**config.mk**
```make
export PLATFORM = sky130hd
export DESIGN_NAME = ex_mem_stage
export DESIGN_NICKNAME = d
export VERILOG_FILES = /design/src/rtl/ex_mem_stage.sv
export SDC_FILE = /design/constraint.sdc
export NUM_CORES = 1
export LEC_CHECK = 0
export CORE_MARGIN = 1.5
export CORE_UTILIZATION = 45
export DETAILED_ROUTE_END_ITERATION = 8
export PLACE_DENSITY = 0.77
export SYNTH_ARGS = -nofsm -noshare
export SYNTH_HDL_FRONTEND = slang
export SYNTH_SLANG_ARGS = --single-unit
```
**constraint.sdc**
```tcl
create_clock -name clk -period 21.6 [get_ports clk]
set_input_delay 4.32 -clock clk [delete_from_list [all_inputs] [get_ports clk]]
set_output_delay 4.32 -clock clk [all_outputs]
set_load 0.02 [all_outputs]
```
**src/rtl/ex_mem_stage.sv**
```systemverilog
// EX->MEM pipeline register with valid/ready flow control and a 2-entry skid buffer.
// Head entry drives MEM and the forwarding unit; control outputs are bubble-gated.
module ex_mem_stage #(
    parameter int XLEN = 64,
    parameter int PC_W = 8,
    parameter int RA_W = 5
) (
    input  logic            clk,
    input  logic            reset,
    input  logic            flush,
    input  logic            in_valid,
    output logic            in_ready,
    input  logic [XLEN-1:0] ALU_data,
    input  logic [XLEN-1:0] rd_data,
    input  logic [PC_W-1:0] branch_target,
    input  logic            zero,
    input  logic [RA_W-1:0] Rd,
    input  logic            MemtoReg,
    input  logic            regwrite,
    input  logic            branch,
    input  logic            MemRead,
    input  logic            MemWrite,
    output logic            out_valid,
    input  logic            out_ready,
    output logic [XLEN-1:0] ALU_data_out,
    output logic [XLEN-1:0] rd_data_out,
    output logic [PC_W-1:0] branch_target_out,
    output logic            zero_out,
    output logic [RA_W-1:0] EX_MEM_rd,
    output logic            MemtoReg_out,
    output logic            regwrite_out,
    output logic            branch_out,
    output logic            MemRead_out,
    output logic            MemWrite_out,
    output logic            pc_src,
    output logic [1:0]      occupancy
);

    localparam int PW = 2*XLEN + PC_W + 1 + RA_W + 5;

    logic          h_valid;
    logic          s_valid;
    logic [PW-1:0] h_data;
    logic [PW-1:0] s_data;
    logic [PW-1:0] in_data;
    logic          accept;
    logic          pop;
    logic [RA_W-1:0] rd_head;
    logic [4:0]      ctrl_head;

    assign in_data = {ALU_data, rd_data, branch_target, zero, Rd,
                      MemtoReg, regwrite, branch, MemRead, MemWrite};

    // in_ready depends only on registered state, never on out_ready
    assign in_ready  = !s_valid;
    assign out_valid = h_valid;
    assign accept    = in_valid & in_ready;
    assign pop       = h_valid & out_ready;

    always_ff @(posedge clk or posedge reset) begin
        if (reset) begin
            h_valid <= 1'b0;
            s_valid <= 1'b0;
            h_data  <= '0;
            s_data  <= '0;
        end else if (flush) begin
            h_valid <= 1'b0;
            s_valid <= 1'b0;
        end else if (!h_valid || pop) begin
            if (s_valid) begin
                h_data  <= s_data;
                h_valid <= 1'b1;
                s_valid <= accept;
                if (accept)
                    s_data <= in_data;
            end else begin
                h_valid <= accept;
                if (accept)
                    h_data <= in_data;
            end
        end else if (accept) begin
            s_data  <= in_data;
            s_valid <= 1'b1;
        end
    end

    assign {ALU_data_out, rd_data_out, branch_target_out, zero_out, rd_head, ctrl_head} = h_data;

    // Bubbles present x0 and no control so forwarding and MEM ignore them
    assign EX_MEM_rd = h_valid ? rd_head : '0;
    assign {MemtoReg_out, regwrite_out, branch_out, MemRead_out, MemWrite_out} =
           ctrl_head & {5{h_valid}};
    assign pc_src    = h_valid & ctrl_head[2] & zero_out;
    assign occupancy = {1'b0, h_valid} + {1'b0, s_valid};

endmodule

```
* Word level (Yosys, flattened, before mapping)
Cells that the tools add are included.
Cells by class: muxes and demuxes 13, eq/ne operators 1, add/sub/neg operators 1, bitwise logic cells 6, reduce and logical (&&, ||, !) cells 8
Operators with widths (count):
- 147-bit 2-to-1 mux | 5
- 1-bit 2-to-1 mux | 7
- 5-bit AND | 1
- 5-bit 2-to-1 mux | 1
- 1-bit AND | 4
- 2-bit nonzero test | 2
- 3-bit AND reduction | 1
- 3-bit nonzero test | 1
- 1-bit by 1-bit adder with 2-bit output | 1
- 1-bit logical NOT | 2
- 2-bit inequality test (second input constant) | 1
- 2-bit AND reduction | 1
- 1-bit logical OR | 1
- 1-bit inverter | 1
Word-level totals: output and inout port bits 152, register bits after elaboration 296, word-level logic and storage cells 33, bits of input ports 152

* Depth between registers and ports, before layout
Gate-level depths: netlist (run 1).
depth in word-level cells 5, gate-level depth with buffers 6, mapped depth without buffers 3

* Least setup slack after synthesis (run 1)
Ideal clock, no wire load.
kind input -> register, from input port out_ready, to register h_data[0], setup time 0.125 ns, path buffers 2, cell stages on the path 5, path slack 16.267 ns, arrival time 5.208 ns, cell sequence nor2b_4 > nor3_4 > buf_4 > buf_6 > mux2_2
On the way: longest elaborated chain between the ends 3
Ends and longest elaborated chain:
- start: declaration | RTL line 24 | input logic out_ready,
- 1-bit AND | RTL line 58 | assign pop = h_valid & out_ready;
- 1-bit logical OR | RTL line 69 | end else if (!h_valid || pop) begin
- 3-bit AND reduction (no line)
- end signal: assignment | RTL line 71 | h_data <= s_data;
- end signal: assignment | RTL line 79 | h_data <= in_data;
- end: declaration | RTL line 43 | logic [PW-1:0] h_data;
No other way between the ends. A chain may end at the register's enable or synchronous reset.

* Worst setup path in the final report (run 1)
from input port in_valid, to register h_data[62]
On the way: longest elaborated chain between the ends 3
Ends and longest elaborated chain:
- start: declaration | RTL line 11 | input logic in_valid,
- 1-bit AND | RTL line 57 | assign accept = in_valid & in_ready;
- 2-bit nonzero test (no line)
- 3-bit AND reduction (no line)
No other way between the ends.

==> impl_metrics.tcl, run 1 <==
set metrics [dict create \
    status "completed" \
    rsz0062_at_grt "false" \
    worstReg2RegEnd "h_data[62]" \
    via_per_inst 4.91 \
    dr.pass1.iters 4 \
    ctsHoldBuffers 0 \
    postCtsResizedCells 0 \
    hp-start "h_data[120]" \
    die_y_um 183 \
    cap_violations 0 \
    syn_inst 945 \
    ant_nets 0 \
    cts_setup_buffers 0 \
    critPathKind "input port to flop" \
    core-area_um2 31800 \
    avgSynthCellArea_um2 15.5 \
    ys_seq_area_frac 0.506 \
    wl_met3_mm 2.40 \
    wirelength_mm 28.9 \
    first_iter_violations 341 \
    cts_tree "built" \
    top_layer "met4" \
    startpoint_type "input port" \
    leakagePower_uw 0.00778 \
    setup_viol 0 \
    portBuffers 303 \
    rrSetupSlack_ps 17900 \
    hold_viol_final 0 \
    htreeDepth 2 \
    fin_crit_ps 6810 \
    wl_met2_mm 13.0 \
    clkLatencyLatePin_ps 500 \
    first_global_vias 8365 \
    grt_max_degree 173 \
    worstSetupEndpoint "h_data[62]" \
    root_buffer "clkbuf_16" \
    worst_slew_pin_slew_ps 1130 \
    end_kind "flop" \
    rows 65 \
    maxSlewHeadroom 0.250 \
    pin_count 304 \
    layout_common_cells "mux2_2 (310), clkdlybuf4s50_1 (303), dfrtp_1 (295)" \
    drive_above_1_share 0.447 \
    drc 0 \
    antenna_found_initial 1 \
    die_w_um 183 \
    numCtsBuffers 34 \
    crit_required_ps 21980 \
    hold_class "flop to flop" \
    finalNetCount 1259 \
    dieArea_um2 33600 \
    initial_core_util 0.460 \
    grt_pass1_wl_mm 46.1 \
    placedInstanceArea_um2 16700 \
    clkSlewWorstSetupHoldPaths_ps 50 \
    reg2reg_from "s_valid" \
    fill_cells 2567 \
    ir_drop_mv 0.0562 \
    track_usage 0.171 \
    wl_per_cell_um 18.5 \
    critPathArrivalTime_ps 7190 \
    syn2layout_area_growth_pct 21.4 \
    crit_start "in_valid" \
    fin_crit_sh 0.315 \
    dp_hpwl_mm 18.2 \
    syn_area_um2 14600 \
    fin_area_um2 17800 \
    drv_slew 0 \
    overflow 0 \
    ys_ff_latch 296 \
    yosysWarnings 0 \
    gp_congestion 0.727 \
    syn-num-nets 1098 \
    timing.setup.tns_ps 0 \
    power_density_nw_per_um2 96.1 \
    cts_buffer_depth 3 \
    rr_worst_depth 6 \
    vias 7680 \
    fin_worst_skew_ps 12.0 \
    max_freq_mhz 147 \
    wl_met1_mm 12.8 \
    worstPathMaxFanout 48 \
    synthDistinctLibCells 22 \
    clock_sinks 296 \
    final_common_cell "mux2_2" \
]
layer usage:
layer,global-route usage,up-vias
met1,0.224,3891
met3,0.0566,61
met5,0,-
met2,0.266,237
li1,-,3491
met4,0.0554,0
worst min-delay path by stage:
stage,endpoint,slack [ps],cells after the start
2_1_floorplan,h_data[120],460,1
3_3_place_gp,h_data[120],470,1
3_5_place_dp,h_data[120],480,1
4_1_cts,h_data[120],500,1
5_1_grt,s_data[68],510,1
6_report,h_data[120],500,1
registers in the layout (all words and copies together) (netlist names):
| register | count |
|---|---|
| s_data | 147 |
| out_valid | 1 |
| s_valid | 1 |
| h_data | 147 |
metrics by stage:
stage	utilization	total power, uW	std cells	setup WS, ps	hold WS, ps
floorplan	-	1060	945	9100	459
CTS	0.559	1730	1562	14760	502
global placement	0.525	1150	1505	14240	470
detailed placement	0.525	1170	1505	14230	484
finish	0.559	1710	1564	14790	495
global route	0.559	1790	1563	14600	508
critical path, stage by stage:
cell,delay (ps)
clkdlybuf4s50_1,570
nor2_4,60
nor3_4,720
buf_4,450
buf_4,600
mux2_2,420
layout make-up:
| class | instances | area (um^2) | share of cell area |
|---|---|---|---|
| Inverter | 2 | 15.0 | 0.000845 |
| Timing Repair Buffer | 311 | 3110 | 0.175 |
| Sequential cell | 296 | 7410 | 0.417 |
| Antenna cell | 2 | 5.00 | 0.000282 |
| Clock inverter | 6 | 30.0 | 0.00169 |
| Tap cell | 435 | 544 | 0.0306 |
| Clock buffer | 51 | 1040 | 0.0585 |
| Multi-Input combinational cell | 461 | 5620 | 0.316 |
cells in the mapped netlist, drive strengths merged:
master,instances,area (um^2)
inv,2,7.51
dfrtp,296,7410
nor3,2,21.3
buf,184,1600
and2,10,62.6
nor2,2,17.5
clkbuf,2,7.51
nor2b,1,13.8
mux2,441,5450
nand3,1,17.5
and3,1,6.26
ha,1,12.5
a21oi,1,5.00
nand2b,1,6.26
cells by family after synthesis:
family / Yosys count / share of synthesized area
muxes: 441 / 0.373
DFF: 296 / 0.506
buffers and inverters: 188 / 0.110
and+or+nand+nor: 18 / 0.00992
AOI/OAI and AO/OA: 1 / 0.000342
adders and majority gates: 1 / 0.000855
where the power goes:
part	switching [uW]	internal, uW	leakage, uW
logic	158	255	0.00370
registers	67.8	678	0.00355
clock network	219	331	0.000532
total	444	1260	0.00778
Power figures use the tool's default switching activity.
==> run 2, diff against run 1 <==
==> constraint.sdc (replaced) <==
create_clock -name clk -period 6.7 [get_ports clk]
set_input_delay 1.34 -clock clk [delete_from_list [all_inputs] [get_ports clk]]
set_output_delay 1.34 -clock clk [all_outputs]
set_load 0.02 [all_outputs]
==> run 2 against run 1 <==
Non-clock buffer count grew 1. Register-to-register slack lost 14000 ps. Routed wire length is essentially flat. Count of clock-buffer cells in the layout grew 3. Worst setup slack lost 12000 ps. Sequential power grew to 3.2 times the previous value. Critical path depth shrank 4. Largest power group unchanged. Highest routed layer unchanged.
==> impl_metrics.tcl, run 2 (synthesis results as in run 1) <==
set metrics [dict create \
    rsz0062_at_grt "false" \
    ir_drop_mv 0.187 \
    dp_hpwl_mm 18.3 \
    cpMaxStageDelayCell "dfrtp_1" \
    dieArea_um2 33600 \
    numCtsBuffers 35 \
    hold_viol_final 0 \
    timing.setup.tns_ps 0 \
    worst-path-stages 2 \
    cpLargestDelayFamily "flip-flops" \
    maxSlewHeadroom 0.336 \
    min_path_cells 1 \
    worst_slew_pin_slew_ps 996 \
    final_util 0.562 \
    die_y_um 183 \
    clock_sinks 296 \
    pin_count 304 \
    final_common_cell "mux2_2" \
    cap_violations 0 \
    wl_per_cell_um 18.5 \
    cts_tree "built" \
    fin_area_um2 17900 \
    leakagePower_uw 0.00783 \
    drc 0 \
    fin_crit_sh 0.509 \
    cts_buffer_depth 3 \
    initial_core_util 0.460 \
    placedInstanceArea_um2 16700 \
    rows 65 \
    core-area_um2 31800 \
    critPathKind "flop to output port" \
    end_kind "output port" \
    drv_slew 0 \
    dr.pass1.iters 4 \
    layout_common_cells "mux2_2 (310), clkdlybuf4s50_1 (303), dfrtp_1 (295)" \
    htreeDepth 2 \
    hold_ws_ps 498 \
    first_iter_violations 257 \
    status "completed" \
    power_density_nw_per_um2 314 \
    wirelength_mm 29.0 \
    finalNetCount 1261 \
    portBuffers 303 \
    gp_congestion 0.749 \
    worstPathMaxFanout 15 \
    die_w_um 183 \
    first_global_vias 8257 \
    vias 7719 \
    hold_class "flop to flop" \
    clkSlewWorstSetupHoldPaths_ps 50 \
    antenna_found_initial 0 \
    path_buf_inv 1 \
    track_usage 0.172 \
    overflow 0 \
    startpoint_type "flop" \
    critPathArrivalTime_ps 2070 \
    setup_viol 0 \
    rr_worst_depth 3 \
    crit_chain "ha_1 -> clkdlybuf4s50_1" \
    ctsHoldBuffers 0 \
    postCtsResizedCells 0 \
    largestRegisters "h_data x147, s_data x147" \
    syn2layout_area_growth_pct 22.1 \
    fill_cells 2549 \
    cts_setup_buffers 0 \
    grt_pass1_wl_mm 45.9 \
    fin_crit_ps 3410 \
    ant_nets 0 \
    crit_required_ps 5360 \
    critPathMaxStageDelay_ps 590 \
    via_per_inst 4.93 \
    drive_above_1_share 0.448 \
    grt_max_degree 167 \
    max_freq_mhz 293 \
    root_buffer "clkbuf_16" \
    clkLatencyLatePin_ps 490 \
    fin_worst_skew_ps 8.76 \
]
-- run 2: changes by cell type in the layout (fill, tap and decap cells not counted), sizes merged --
cell      previous run  this run
bufinv               0         2
diode                2         1
inv                  2         1
clkinv               6         3
clkinvlp             0         1
clkbuf              51        54
buf                  8         9
-- run 2: routing by layer --
| layer | up-vias | share of wire | track usage |
|---|---|---|---|
| met4 | 0 | 0.026 | 0.0548 |
| met1 | 3949 | 0.44 | 0.224 |
| met3 | 51 | 0.073 | 0.0550 |
| met5 | - | 0 | 0 |
| met2 | 224 | 0.46 | 0.271 |
| li1 | 3495 | - | - |
-- run 2: power by group --
part	internal, uW	total (uW)	switching (uW)
registers	2190	2400	213
clock network	1170	1870	706
logic	823	1330	509
-- run 2: worst paths after layout --
kind / startpoint / to / slack, ps
min reg2reg: s_data[114] / s_data[114] / 500
max reg2reg: s_valid / h_data[28] / 4380
max: out_valid / occupancy[0] / 3290
min: s_data[114] / s_data[114] / 500
min in group asynchronous: reset / h_data[2] / 1390
max in group asynchronous: reset / h_data[76] / 4470
-- run 2: layout make-up --
class,instances,area (um^2),share of cell area
Tap cell,435,544,0.0304
Multi-Input combinational cell,461,5620,0.314
Clock inverter,5,75.1,0.00420
Clock buffer,54,1070,0.0598
Antenna cell,1,2.50,0.000140
Timing Repair Buffer,312,3150,0.176
Inverter,2,11.3,0.000630
Sequential cell,296,7410,0.414
-- run 2: through the flow --
stage               instances  setup WS [ps]  power, uW
floorplan                 945           1430       3420
global placement         1506           3310       3720
detailed placement       1506           3290       3760
CTS                      1565           3250       5690
global route             1565           3210       5870
finish                   1566           3290       5610
==> run 3, diff against run 2 <==
--- a/config.mk
+++ b/config.mk
@@ -8,7 +8,7 @@
 export CORE_MARGIN = 1.5
 export CORE_UTILIZATION = 45
 export DETAILED_ROUTE_END_ITERATION = 8
-export PLACE_DENSITY = 0.77
+export PLACE_DENSITY = 0.79
 export SYNTH_ARGS = -nofsm -noshare
 export SYNTH_HDL_FRONTEND = slang
 export SYNTH_SLANG_ARGS = --single-unit
==> constraint.sdc (replaced) <==
create_clock -name clk -period 2.75 [get_ports clk]
set_input_delay 0.55 -clock clk [delete_from_list [all_inputs] [get_ports clk]]
set_output_delay 0.55 -clock clk [all_outputs]
set_load 0.02 [all_outputs]
==> run 3 against run 2 <==
Flip-flop and latch count did not move. First-iteration DRC count fell by 3.9%. Largest power group unchanged. Worst setup slack got worse by 3200 ps. Final area rose by 1.4%. Highest routed layer unchanged.
==> impl_metrics.tcl, run 3 (synthesis results as in run 1) <==
set metrics [dict create \
    status "completed" \
    final_common_cell "mux2_2" \
    startpoint_type "flop" \
    end_kind "output port" \
    clock_sinks 296 \
    portBuffers 303 \
    ant_nets 0 \
    maxSlewHeadroom 0.599 \
    critPathMaxStageDelay_ps 600 \
    hold_viol_final 0 \
    overflow 0 \
    critPathKind "flop to output port" \
    fin_area_um2 18100 \
    gp_congestion 0.764 \
    largestRegisters "h_data x147, s_data x147" \
    max_freq_mhz 378 \
    layout_common_cells "mux2_2 (310), clkdlybuf4s50_1 (303), dfrtp_1 (295)" \
    cts_setup_buffers 0 \
    drc 0 \
    die_y_um 183 \
    wl_met3_mm 2.11 \
    setup_viol 0 \
    worstPathMaxFanout 15 \
    fin_crit_ps 2640 \
    top_layer "met4" \
    drive_above_1_share 0.458 \
    path_buf_inv 1 \
    ir_drop_mv 0.534 \
    crit_required_ps 2200 \
    wl_met1_mm 12.5 \
    fill_cells 2498 \
    die_w_um 183 \
    dieArea_um2 33600 \
    power_density_nw_per_um2 745 \
    clkLatencyLatePin_ps 490 \
    stdcell_count 1583 \
    ctsHoldBuffers 0 \
    critPathArrivalTime_ps 2090 \
    core-area_um2 31800 \
    cap_violations 0 \
    initial_core_util 0.460 \
    wl_per_cell_um 18.3 \
    antenna_found_initial 0 \
    via_per_inst 4.88 \
    diodes 0 \
    pin_count 304 \
    final_util 0.570 \
    wirelength_mm 29.0 \
    hold_class "input port to async pin" \
    grt_pass1_wl_mm 46.7 \
    rows 65 \
    fin_crit_sh 0.961 \
    dp_hpwl_mm 19.5 \
    numCtsBuffers 34 \
    cpMaxStageDelayCell "dfrtp_1" \
    dr.pass1.iters 4 \
    syn2layout_area_growth_pct 23.8 \
    place_inst 1524 \
    postCtsResizedCells 0 \
    worst_slew_pin_slew_ps 602 \
    vias 7724 \
    leakagePower_uw 0.00795 \
    multi_input_area_um2 5620 \
    crit_chain "ha_1 -> clkdlybuf4s50_1" \
    first_iter_violations 247 \
    drv_slew 0 \
    cpLargestDelayFamily "flip-flops" \
    cts_buffer_depth 3 \
    finalNetCount 1278 \
    fin_worst_skew_ps 14.6 \
    placedInstanceArea_um2 17000 \
    grt_max_degree 81 \
    rsz0062_at_grt "false" \
    ff_latch_area_um2 7410 \
    first_global_vias 8759 \
    htreeDepth 2 \
    track_usage 0.173 \
    cts_tree "built" \
    root_buffer "clkbuf_16" \
    wl_met2_mm 13.7 \
    clkSlewWorstSetupHoldPaths_ps 60 \
]
==> run 3: cell types whose count changed in the layout (fill, tap and decap cells not counted), sizes merged <==
cell,previous run,this run
buf,9,27
bufinv,2,0
clkbuf,54,51
clkinv,3,6
clkinvlp,1,2
diode,1,0
inv,1,2
==> run 3: final timing paths <==
| check | start | endpoint | slack, ps | depth (start not counted) |
|---|---|---|---|---|
| setup / recovery | out_valid | occupancy[0] | 110 | 2 |
| min in group clk | s_data[117] | s_data[117] | 500 | 1 |
| hold / removal | reset | s_valid | 410 | 2 |
| max in group asynchronous | reset | s_data[65] | 1550 | 4 |
| setup reg to reg | out_valid | h_data[67] | 610 | 5 |
| hold reg to reg | s_data[117] | s_data[117] | 500 | 1 |
==> run 3: final cells by class <==
type | count | share of cell area
timing repair buffer | 330 | 0.190
inverter | 2 | 0.000621
clock inverter | 8 | 0.00255
tap | 435 | 0.0300
clock buffer | 51 | 0.0578
sequential | 296 | 0.409
multi-input combinational | 461 | 0.310
==> run 3: worst register-to-register path: cells and delay by family, from the launching register on <==
kind | cells | cell delay [ps]
buf+inv | 2 | 520
simple gates | 2 | 540
flops | 1 | 600
mux | 1 | 360
==> run 3: stage by stage <==
stage                     setup slack, ps  total power [uW]  hold slack [ps]  setup TNS [ps]
after floorplan                     -1730              8320              459         -512410
after global placement                366              9100              480               0
after detailed placement              304              9210              480               0
after CTS                            80.6             13700              393               0
after global routing                 7.31             14100              403               0
final                                 108             13500              412               0
==> run 3: metal layers <==
metal  vias to the layer above  track usage
met5                         -            0
met4                         0       0.0511
met3                        46       0.0522
met2                       223        0.285
met1                      3920        0.221
li1                       3535            -
==> run 3: where the power goes <==
| part | total [uW] | switching, uW | internal (uW) |
|---|---|---|---|
| combinational | 3280 | 1250 | 2040 |
| clock | 4360 | 1730 | 2630 |
| sequential | 5860 | 529 | 5330 |
==> RTL change (settings of run 2) <==
Add an input register stage for `branch_target`; this delays it by one clock. The other inputs are not delayed to match.
--- a/src/rtl/ex_mem_stage.sv
+++ b/src/rtl/ex_mem_stage.sv
@@ -38,6 +38,12 @@
 
     localparam int PW = 2*XLEN + PC_W + 1 + RA_W + 5;
 
+    logic [PC_W-1:0] branch_target_q;
+
+    always_ff @(posedge clk) begin
+        branch_target_q <= branch_target;
+    end
+
     logic          h_valid;
     logic          s_valid;
     logic [PW-1:0] h_data;
@@ -48,7 +54,7 @@
     logic [RA_W-1:0] rd_head;
     logic [4:0]      ctrl_head;
 
-    assign in_data = {ALU_data, rd_data, branch_target, zero, Rd,
+    assign in_data = {ALU_data, rd_data, branch_target_q, zero, Rd,
                       MemtoReg, regwrite, branch, MemRead, MemWrite};
 
     // in_ready depends only on registered state, never on out_ready
Check against the original RTL: not settled (the Yosys comparison gave no result); the edit may change what the design does.
==> RTL change against run 2 <==
- total power up 1.6%
- die area up 4.0%
- cell area up 3.0%
- setup slack worse by 74 ps
- wire length up 2.6%
- largest power group unchanged
- sequential cell count up 8
- largest cell class unchanged
- register-to-register slack worse by 900 ps
- synthesized area up 4.1%
==> RTL change: results (changes against run 2) <==
Async SR Flop Fraction - 97.4% (-2.6 points)
Synth Area in XOR/XNOR - 0% (unchanged)
final std cells w/o fill - 1585 (+1.2%)
Routability Congestion - 0.747 (-0.32%)
postcts setup bufs - 0 (unchanged)
n_diodes - 0 (-1)
Root Buffer - clkbuf_16
Syn Inst Count - 953 (+0.85%)
largest net degree at the start of global routing - 150 (-10%)
fillcell total - 2633 (+3.3%)
leakage power - 0.00827 uW (+5.6%)
Compound-Gate Fraction of Synth Area - 0.0329% (-0.0013 points)
first-pass GRT wire length - 48600 um (+5.9%)
Max VDD drop - 0.187 mV (-0.29%)
Crit path largest cell delay - 670 ps (+80 ps)
dpl ws - 2790 ps (-498 ps)
clock buffer count from CTS - 35 (unchanged)
status - finished clean
max-slew headroom at the worst pin - 29.5% (-4.1 points)
adder-cell share of the synthesized area - 0.0821% (-0.0033 points)
GR Util All Layers - 17.1% (-0.038 points)
proportion of synthesized area in mux cells - 38.5% (+1.2 points)
sequential fraction of the synthesis area - 49.7% (-0.92 points)
number of global-route vias before repair - 8674 (+5.1%)
Post-synth top cells - dfrtp_1 (296), mux2_4 (239), mux2_2 (198), buf_4 (136), buf_6 (34)
clock skew - 16.1 ps (+7.32 ps)
Yosys reg bits - 304 (+2.7%)
critical path arrival - 2150 ps (+80 ps)
final WL - 29700 um (+2.6%)
Top Registers - h_data (147), s_data (147), branch_target_q (8)
post-DP HPWL - 18500 um (+0.97%)
dpl cell area - 17300 um2 (+3.5%)
# nets final - 1268 (+0.56%)
Slowest cell on crit path - dfrtp_4
crit-path max FO - 31 (+16)
Reg clk slew, reported paths - 60 ps
layout cells sized above 1 - 44.1% (-0.72 points)
placed cell count - 1526 (+1.3%)
Net Count, Synth - 1106 (+0.73%)
Yosys cell types - 23 (+4.5%)
Synth warnings - 0 (unchanged)
I/O Buffers - 303 (unchanged)
routed vias - 7660 (-0.76%)
cts repair resizes - 0 (unchanged)
DR iter-0 viols - 312 (+21%)
ranking of synthesized cells by area - dfrtp_1 (49%), mux2_4 (24%), mux2_2 (15%)
## RTL change: layout make-up
cell class / instances / area, um2 / share of cell area, %
flip-flops and latches: 304 / 7570 / 41.1
multi-input cells: 461 / 6020 / 32.7
repair buffers: 311 / 3160 / 17.1
clock buffers: 54 / 1070 / 5.81
well taps: 448 / 561 / 3.04
clock inverters: 5 / 27.5 / 0.149
inverters: 2 / 11.3 / 0.0611
## RTL change: worst paths after layout
check / start / end / slack [ps] / cells past startpoint
max: s_valid / occupancy[0] / 3210 / 2
min: branch_target_q[5] / s_data[16] / 480 / 1
max reg2reg: s_valid / h_data[15] / 3480 / 4
min reg2reg: branch_target_q[5] / s_data[16] / 480 / 1
max in group asynchronous: reset / h_data[34] / 4560 / 3
min in group asynchronous: reset / h_data[14] / 1380 / 3
## RTL change: power by group
part           switching (uW)  internal (uW)
registers                 227           2240
clock network             729           1090
logic                     517            896
## RTL change: cell families (layout without fill, tap and decap cells)
logic type,count (synthesis),after routing
and+or+nand+nor,18,18
adders and majority gates,1,1
AOI/OAI and AO/OA,1,1
buffers and inverters,188,372
muxes,441,441
DFF,304,304
## RTL change: worst max-delay path: cells and delay by family, from the launching register on
kind / cells / cell delay (ps)
flip-flops: 1 / 670
buffers and inverters: 1 / 620
adder cells (fa/ha/maj): 1 / 360
## RTL change: per-layer routing
metal	track usage [%]	routed length [um]	vias up
met5	0	0	-
met4	3.69	452	0
met3	5.50	2210	37
met2	27.0	13300	232
met1	23.2	13700	3878
li1	-	-	3513
